`src/rtl/sipo_register.sv`:
```
// Serial-in parallel-out collector: gathers WORDS serial words into one packed
// record and presents it under a valid/read handshake.
module sipo_register #(
  parameter int DATA_WIDTH = 8,
  parameter int WORDS      = 4
) (
  input  logic                                clk,
  input  logic                                reset,
  input  logic                                write_en,
  input  logic [DATA_WIDTH-1:0]               data_i,
  output logic                                ready_o,
  input  logic                                read_en,
  output logic [WORDS-1:0][DATA_WIDTH-1:0]    data_o,
  output logic                                valid_o,
  output logic [$clog2(WORDS+1)-1:0]          count_o
);

  localparam int CNT_W = $clog2(WORDS+1);
  localparam int IDX_W = $clog2(WORDS);
  localparam logic [CNT_W-1:0] LAST_CNT = CNT_W'(WORDS - 1);
  localparam logic [CNT_W-1:0] FULL_CNT = CNT_W'(WORDS);
  localparam logic [CNT_W-1:0] ONE_CNT  = CNT_W'(1);

  typedef enum logic {
    FILL = 1'b0,
    FULL = 1'b1
  } state_t;

  state_t           state;
  logic             wr_acc;
  logic             rd_acc;
  logic [IDX_W-1:0] wr_idx;

  // A full record can be released and refilled in the same cycle, so a read
  // reopens the write port combinationally.
  assign ready_o = !valid_o || read_en;
  assign wr_acc  = write_en && ready_o;
  assign rd_acc  = valid_o && read_en;
  assign wr_idx  = count_o[IDX_W-1:0];

  always_ff @(posedge clk or posedge reset) begin
    if (reset) begin
      state   <= FILL;
      valid_o <= 1'b0;
      count_o <= '0;
      data_o  <= '0;
    end else begin
      case (state)
        FILL: begin
          if (wr_acc) begin
            data_o[wr_idx] <= data_i;
            if (count_o == LAST_CNT) begin
              state   <= FULL;
              valid_o <= 1'b1;
              count_o <= FULL_CNT;
            end else begin
              count_o <= count_o + ONE_CNT;
            end
          end
        end
        FULL: begin
          // Writes only land here when paired with a read; they start the next record.
          if (rd_acc) begin
            state   <= FILL;
            valid_o <= 1'b0;
            if (write_en) begin
              data_o[0] <= data_i;
              count_o   <= ONE_CNT;
            end else begin
              count_o   <= '0;
            end
          end
        end
        default: begin
          state   <= FILL;
          valid_o <= 1'b0;
          count_o <= '0;
        end
      endcase
    end
  end

endmodule
```
`config.mk`:
```
export PLATFORM = sky130hd
export DESIGN_NAME = sipo_register
export DESIGN_NICKNAME = d
export VERILOG_FILES = /design/src/rtl/sipo_register.sv
export SDC_FILE = /design/constraint.sdc
export NUM_CORES = 1
export LEC_CHECK = 0
export BUFFER_PORTS_ARGS = -buffer_cell sky130_fd_sc_hd__buf_2
export CORE_MARGIN = 2
export CORE_UTILIZATION = 40
export CTS_BUF_LIST = sky130_fd_sc_hd__clkbuf_8
export DETAILED_ROUTE_END_ITERATION = 8
export PLACE_DENSITY = 0.67
export SLEW_MARGIN = 20
export SYNTH_ARGS = -nofsm -noshare
export SYNTH_HDL_FRONTEND = slang
export SYNTH_SLANG_ARGS = --single-unit
```
`constraint.sdc`:
```
create_clock -name clk -period 1.7 [get_ports clk]
set_clock_uncertainty 0.2 [all_clocks]
set_input_delay 0.255 -clock clk [delete_from_list [all_inputs] [get_ports clk]]
set_output_delay 0.255 -clock clk [all_outputs]
set_load 0.01 [all_outputs]
```
==> impl_metrics.py, run 1 <==
metrics = {
    "global_route": {
        "grt_max_degree": 38,
        "global_route_wire_length_before_repair_mm": 6.492,
        "vias_in_the_first_global_route": 1331,
        "grt_util_all_layers_pct": 17.20,
        "grt_remaining_overflow": 0,
        "antenna_violations_before_repair": 0,
    },
    "place": {
        "placement.cell_area_sq_um": 2051,
        "port-buffer-count": 48,
        "routability_congestion_estimate_from_global_placement": 0.7732,
        "place_worst_setup_slack_ns": -0.08651,
        "dp_hpwl_mm": 2.752,
    },
    "cells_and_area": {
        "layout.core_utilization_pct": 54.35,
        "antennaDiodeCount": 0,
        "mostFrequentLayoutCell": "buf_2",
        "fillerInstances": 358,
        "syn_to_final_growth_pct": 29.53,
        "layout.nets": 209,
        "layout.cell_area.non_filler_sq_um": 2190,
        "leading_cell_types_in_the_layout_fill_and_taps_excluded": "buf_2, dfrtp_1, mux2_2",
        "post_route_cells_drive_above_1_share_pct": 54.40,
    },
    "clock_network": {
        "cts.reportedPaths.clkPinSlew_ns": 0.07,
        "tritoncts": "yes",
        "clkLatencyLatePin_ns": 0.29,
        "cts_htree_levels": 2,
        "tritoncts_num_sinks": 37,
        "root_buffer": "clkbuf_8",
        "ctsLongestPathBuffers": 2,
        "cts_buffers": 5,
    },
    "setup_path": {
        "cp_max_fo": 4,
        "worst_ep_required_time_ns": 1.73,
        "timing.setup.critical_path_class": "register to register",
        "worst-endpoint-arrival_ns": 1.73,
        "setup.worst_path.start_class": "register",
        "critical_path.endpoint_type": "register",
    },
    "timing": {
        "min_period_over_period_pct": 99.89,
        "slew-limit-headroom_pct": 69.34,
        "timing.final.ws_setup_ns": 0.001815,
        "worst_max_slew_pin_slew_ns": 0.4599,
        "grt_setup_unrepaired": "yes",
        "final_min_period_ns": 1.698,
        "final_max_slew_viol_count": 0,
        "fmax_achieved_ghz": 0.5889,
        "hold_violations": 0,
        "setup_violations": 0,
    },
    "yosys": {
        "synth_top_family_by_area": "multiplexers",
        "syn_area_sq_um": 1690,
        "post_synth_mux_area_share_pct": 21.39,
        "compound_gate_fraction_of_synth_area_pct": 5.403,
        "netlist.area_leader.share_pct": 54.77,
        "synth_cell_types": 29,
        "seq_area_frac_synth_pct": 54.77,
        "synth_simple_gate_area_share_pct": 8.512,
        "syn_nets": 147,
        "syn_avg_cell_area_sq_um": 13.00,
        "post-synth-top-area-cell": "dfrtp_1",
        "synth-edff-count": 0,
        "synth_area_leaders": "dfrtp_1, mux2_2, mux2i_1",
        "post_synthesis_share_of_cell_area_spent_on_xor_and_xnor_gates_pct": 0.5181,
        "ys_async_sr_fraction_pct": 100.0,
        "synth.ff_latch_count": 37,
        "synth_flop_cell": "dfrtp_1",
        "ys.warnings.count": 0,
        "post_synth_inst_count": 130,
        "yosys.area_share.adder_pct": 3.701,
    },
    "floorplan": {
        "die_footprint_sq_um": 4762,
        "initial_utilization_pct": 41.96,
        "floorplan.die.width_um": 69.01,
        "core_sq_um": 4029,
        "die_height_um": 69.01,
        "rows": 23,
        "top_level_pins": 49,
    },
    "run": {
        "cap_viol_max_count": 0,
    },
    "route": {
        "route.vias.total": 1219,
        "first_pass_iters": 4,
        "route.detailed.wl_per_inst_um": 15.72,
        "route.detailed.drc": 0,
        "drt_first_iter_violations": 30,
        "routed_wl_mm": 3.819,
        "ant_nets": 0,
        "detail_route.vias_per_cell": 5.016,
    },
    "power_and_ir_drop": {
        "power.density_cell_area_nw_per_um2": 1929,
        "p_leak_nw": 1.059,
        "irDropWorstVdd_mv": 0.9771,
        "totalPowerFinal_mw": 4.223,
    },
    "worst_hold_path": {
        "hold_path.class": "primary input to register",
    },
    "status": {
        "outcome": "complete, no violations",
    },
}
-- sequential cells by signal, summed over array words and instances (netlist names) --
signal / cells
valid_o: 1
data_o: 32
count_o: 3
state: 1
-- cells in the mapped netlist (2+ instances only) --
cell type and n:
mux2_2 24, mux2i_1 8, dfrtp_1 37, inv_1 15, nand3_4 3, buf_6 2
ha_1 5, a221o_1 2, a21oi_1 3, nand2_1 10, buf_2 2, o21ai_0 2
-- critical path, cell delays in order (launching register included) --
cell and delay [ns]:
dfrtp_2 0.45, ha_4 0.19, ha_4 0.21, or3b_4 0.37, o21ai_2 0.07, a221o_1 0.15
-- final timing paths --
kind / depth (start not counted) / slack (ns) / start / to
worst max-delay path: 5 / 0.002 / count_o[1]$_DFFE_PP0N_ / count_o[2]$_DFFE_PP0N_
worst min-delay path: 2 / 0.02 / read_en / valid_o$_DFFE_PP0P_
max in group asynchronous: 4 / 0.54 / reset / count_o[1]$_DFFE_PP0N_
min in group asynchronous: 4 / 0.42 / reset / count_o[2]$_DFFE_PP0N_
worst min register to register: 1 / 0.31 / data_o[10]$_DFFE_PP0P_ / data_o[10]$_DFFE_PP0P_
worst max register to register: 5 / 0.002 / count_o[1]$_DFFE_PP0N_ / count_o[2]$_DFFE_PP0N_
-- layer usage --
layer	GRT usage (%)	up-vias	routed length (um)
met4	6.318	0	59
met1	18.90	608	1481
met2	30.66	41	2054
li1	-	564	-
met5	0	-	0
met3	5.702	6	222
-- power by group --
part           internal (mW)  total, mW  switching, mW
clock                  0.328      0.636          0.308
combinational           1.01       2.02           1.01
sequential              1.31       1.56          0.250
total                   2.65       4.22           1.57
-- logic make-up after synthesis --
logic type | after synthesis
AND/OR/NAND/NOR | 21
AO/OA/AOI/OAI | 13
XOR/XNOR | 1
flip-flops | 37
adder cells (fa/ha/maj) | 5
multiplexers | 33
buffers and inverters | 20
-- stage by stage --
stage	std cells	hold WS, ns	TNS, ns
after floorplan	130	0.1452	0
after global placement	232	0.1711	0
after detailed placement	232	0.1849	-0.4710
after CTS	241	0.006747	0
after global routing	243	0.01370	-0.2084
final	243	0.01909	0
-- layout make-up --
cell class	instances	area [sq um]	area share (%)
repair buffers	60	332.8	15.20
clock inverters	2	13.76	0.6286
flip-flops and latches	37	928.4	42.40
multi-input cells	73	713.2	32.57
well taps	50	62.56	2.857
clock buffers	6	82.58	3.771
inverters	15	56.30	2.571
-- timing repair --
item / CTS / global route
gates resized for setup: 2 / 3
endpoints found under the hold margin: 37 / 0
setup endpoints to repair: 9 / 9
pin swaps: 0 / 2
hold buffers: 1 / 0
setup buffers: 0 / 2
No activity file was read; power rests on OpenSTA's default activity.
==> inputs of run 2 (changes only) <==
--- a/config.mk
+++ b/config.mk
@@ -6,11 +6,13 @@
 export NUM_CORES = 1
 export LEC_CHECK = 0
 export BUFFER_PORTS_ARGS = -buffer_cell sky130_fd_sc_hd__buf_2
+export CELL_PAD_IN_SITES_DETAIL_PLACEMENT = 1
+export CELL_PAD_IN_SITES_GLOBAL_PLACEMENT = 1
 export CORE_MARGIN = 2
-export CORE_UTILIZATION = 40
+export CORE_UTILIZATION = 38
 export CTS_BUF_LIST = sky130_fd_sc_hd__clkbuf_8
 export DETAILED_ROUTE_END_ITERATION = 8
-export PLACE_DENSITY = 0.67
+export PLACE_DENSITY_LB_ADDON = 0.1
 export SLEW_MARGIN = 20
 export SYNTH_ARGS = -nofsm -noshare
 export SYNTH_HDL_FRONTEND = slang
==> run 2 against run 1 <==
Flip-flop and latch count did not move. Power is 2.5% lower. Combinational power hardly changed. Via count unchanged. Register-to-register slack improved by 0.02 ns. Critical path depth is the same. Cell area down 0.23%. Final cell count grew 0.41%. Sequential share of layout area is 0.097 points higher. Global-route usage is essentially flat. First-iteration DRC count rose by 80%. Largest power group unchanged. Highest routed layer unchanged.
==> impl_metrics.py, run 2 (synthesized netlist as in run 1, its figures left out) <==
metrics = {
    "clock_network": {
        "tritoncts_num_sinks": 37,
        "cts_htree_levels": 2,
        "root_buffer": "clkbuf_8",
        "cts.reportedPaths.clkPinSlew_ns": 0.07,
        "clkLatencyLatePin_ns": 0.28,
        "tritoncts": "yes",
        "cts_buffers": 5,
        "ctsLongestPathBuffers": 2,
    },
    "floorplan": {
        "floorplan.die.width_um": 70.70,
        "die_footprint_sq_um": 4998,
        "die_height_um": 70.70,
        "initial_utilization_pct": 39.09,
        "core_sq_um": 4324,
        "rows": 24,
        "top_level_pins": 49,
    },
    "global_route": {
        "antenna_violations_before_repair": 0,
        "vias_in_the_first_global_route": 1359,
        "grt_util_all_layers_pct": 17.24,
        "grt_remaining_overflow": 0,
        "global_route_wire_length_before_repair_mm": 6.713,
        "grt_max_degree": 38,
    },
    "timing": {
        "final_min_period_ns": 1.681,
        "fmax_achieved_ghz": 0.5950,
        "min_period_over_period_pct": 98.86,
        "grt_setup_unrepaired": "yes",
        "final_max_slew_viol_count": 0,
        "worst_max_slew_pin_slew_ns": 0.4735,
        "slew-limit-headroom_pct": 68.43,
        "hold_violations": 0,
        "setup_violations": 0,
        "worst_hold_slack_ns": 0.04544,
    },
    "place": {
        "placedCellCount": 236,
        "routability_congestion_estimate_from_global_placement": 0.7779,
        "dp_hpwl_mm": 2.942,
        "port-buffer-count": 48,
        "placement.cell_area_sq_um": 2068,
    },
    "setup_path": {
        "crit-reg2reg-launch": "count_o[0]$_DFFE_PP0N_",
        "reg2regPathDepth": 5,
        "timing.rr.end": "count_o[2]$_DFFE_PP0N_",
        "timing.setup.critical_path_class": "register to register",
        "ff2ff_setup_slack_ns": 0.02,
        "worst_ep_required_time_ns": 1.72,
        "setup.worst_path.start_class": "register",
        "cp_max_fo": 4,
        "critical_path.endpoint_type": "register",
        "worst-endpoint-arrival_ns": 1.70,
    },
    "cells_and_area": {
        "largest_register_ffs": 32,
        "regMostFlops": "data_o",
        "syn_to_final_growth_pct": 29.24,
        "post_route_cells_drive_above_1_share_pct": 54.69,
        "largestRegisters": "data_o (32), count_o (3)",
        "leading_cell_types_in_the_layout_fill_and_taps_excluded": "buf_2, dfrtp_1, mux2_2",
        "antennaDiodeCount": 0,
        "final-instance-count-excl-fill": 244,
        "layout.nets": 210,
        "layout.core_utilization_pct": 50.52,
        "layout.cell_area.non_filler_sq_um": 2185,
        "mostFrequentLayoutCell": "buf_2",
    },
    "run": {
        "cap_viol_max_count": 0,
    },
    "power_and_ir_drop": {
        "internal_power_mw": 2.605,
        "seq_power_share_pct": 37.7,
        "power.density_cell_area_nw_per_um2": 1885,
        "switching_power_mw": 1.514,
        "comb_power_share_pct": 49.0,
        "clock_power_share_pct": 13.4,
        "irDropWorstVdd_mv": 0.6520,
        "swShare_pct": 36.76,
        "totalPowerFinal_mw": 4.119,
        "p_leak_nw": 1.063,
    },
    "worst_hold_path": {
        "hold_path.class": "primary input to register",
        "hold_end": "data_o[5]$_DFFE_PP0P_",
        "worst_hold_stages": 3,
        "hp-start": "data_i[5]",
    },
    "route": {
        "routed_wl_mm": 3.956,
        "drt_first_iter_violations": 54,
        "ant_nets": 0,
        "route.vias.total": 1219,
        "first_pass_iters": 4,
        "route.detailed.wl_per_inst_um": 16.21,
        "route.detailed.drc": 0,
        "detail_route.vias_per_cell": 4.996,
    },
    "status": {
        "outcome": "complete, no violations",
    },
}
## run 2: worst max path at each step
stage	from	endpoint	slack, ns
finish	count_o[0]$_DFFE_PP0N_	count_o[2]$_DFFE_PP0N_	0.02
global route	count_o[1]$_DFFE_PP0N_	count_o[2]$_DFFE_PP0N_	-0.02
CTS	count_o[1]$_DFFE_PP0N_	count_o[2]$_DFFE_PP0N_	-0.02
detailed placement	count_o[1]$_DFFE_PP0N_	data_o[3]$_DFFE_PP0P_	-0.09
global placement	count_o[1]$_DFFE_PP0N_	data_o[3]$_DFFE_PP0P_	-0.007
floorplan	count_o[0]$_DFFE_PP0N_	data_o[0]$_DFFE_PP0P_	0.01
## run 2: critical path: stages (launching register included)
cell and delay, ns:
dfrtp_2 0.45, ha_4 0.19, ha_4 0.21, or3b_4 0.37, o21ai_2 0.06, a221o_1 0.15
## run 2: area by class of cell
type / instances / area [sq um]
clock buffer: 5 / 68.82
timing repair buffer: 61 / 340.3
inverter: 15 / 56.30
multi-input combinational: 73 / 720.7
tap: 52 / 65.06
sequential: 37 / 928.4
clock inverter: 1 / 5.005
fill: 484 / 2140
## run 2: metal layers
| metal | track usage [%] | part of all wire (%) | vias to the layer above | wire (um) |
|---|---|---|---|---|
| li1 | - | - | 572 | - |
| met3 | 4.131 | 4.6 | 5 | 183 |
| met5 | 0 | 0 | - | 0 |
| met4 | 5.241 | 1.2 | 0 | 46 |
| met1 | 20.68 | 42 | 612 | 1665 |
| met2 | 30.63 | 52 | 30 | 2062 |
## run 2: metrics by stage
stage,TNS [ns],setup slack [ns]
finish,0,0.01930
CTS,-0.01550,-0.01550
global route,-0.07979,-0.02427
floorplan,0,0.01068
global placement,-0.04641,-0.007004
detailed placement,-0.5186,-0.08895
## run 2: power by group through the flow
stage / sequential (mW) / combinational [mW] / clock (mW)
global placement: 1.54 / 1.91 / 0
detailed placement: 1.58 / 1.99 / 0
finish: 1.55 / 2.02 / 0.550
floorplan: 1.77 / 1.01 / 0
CTS: 1.56 / 2.01 / 0.576
global route: 1.61 / 2.23 / 0.618
## run 2: repair_timing
| item | 4_1_cts | 5_1_grt |
|---|---|---|
| pin swaps | 0 | 2 |
| resized for setup | 1 | 6 |
| setup endpoints to repair | 9 | 16 |
| gates cloned | 0 | 0 |
| buffers inserted | 0 | 1 |
| hold buffers | 1 | 0 |
| hold endpoints to repair | 37 | 0 |
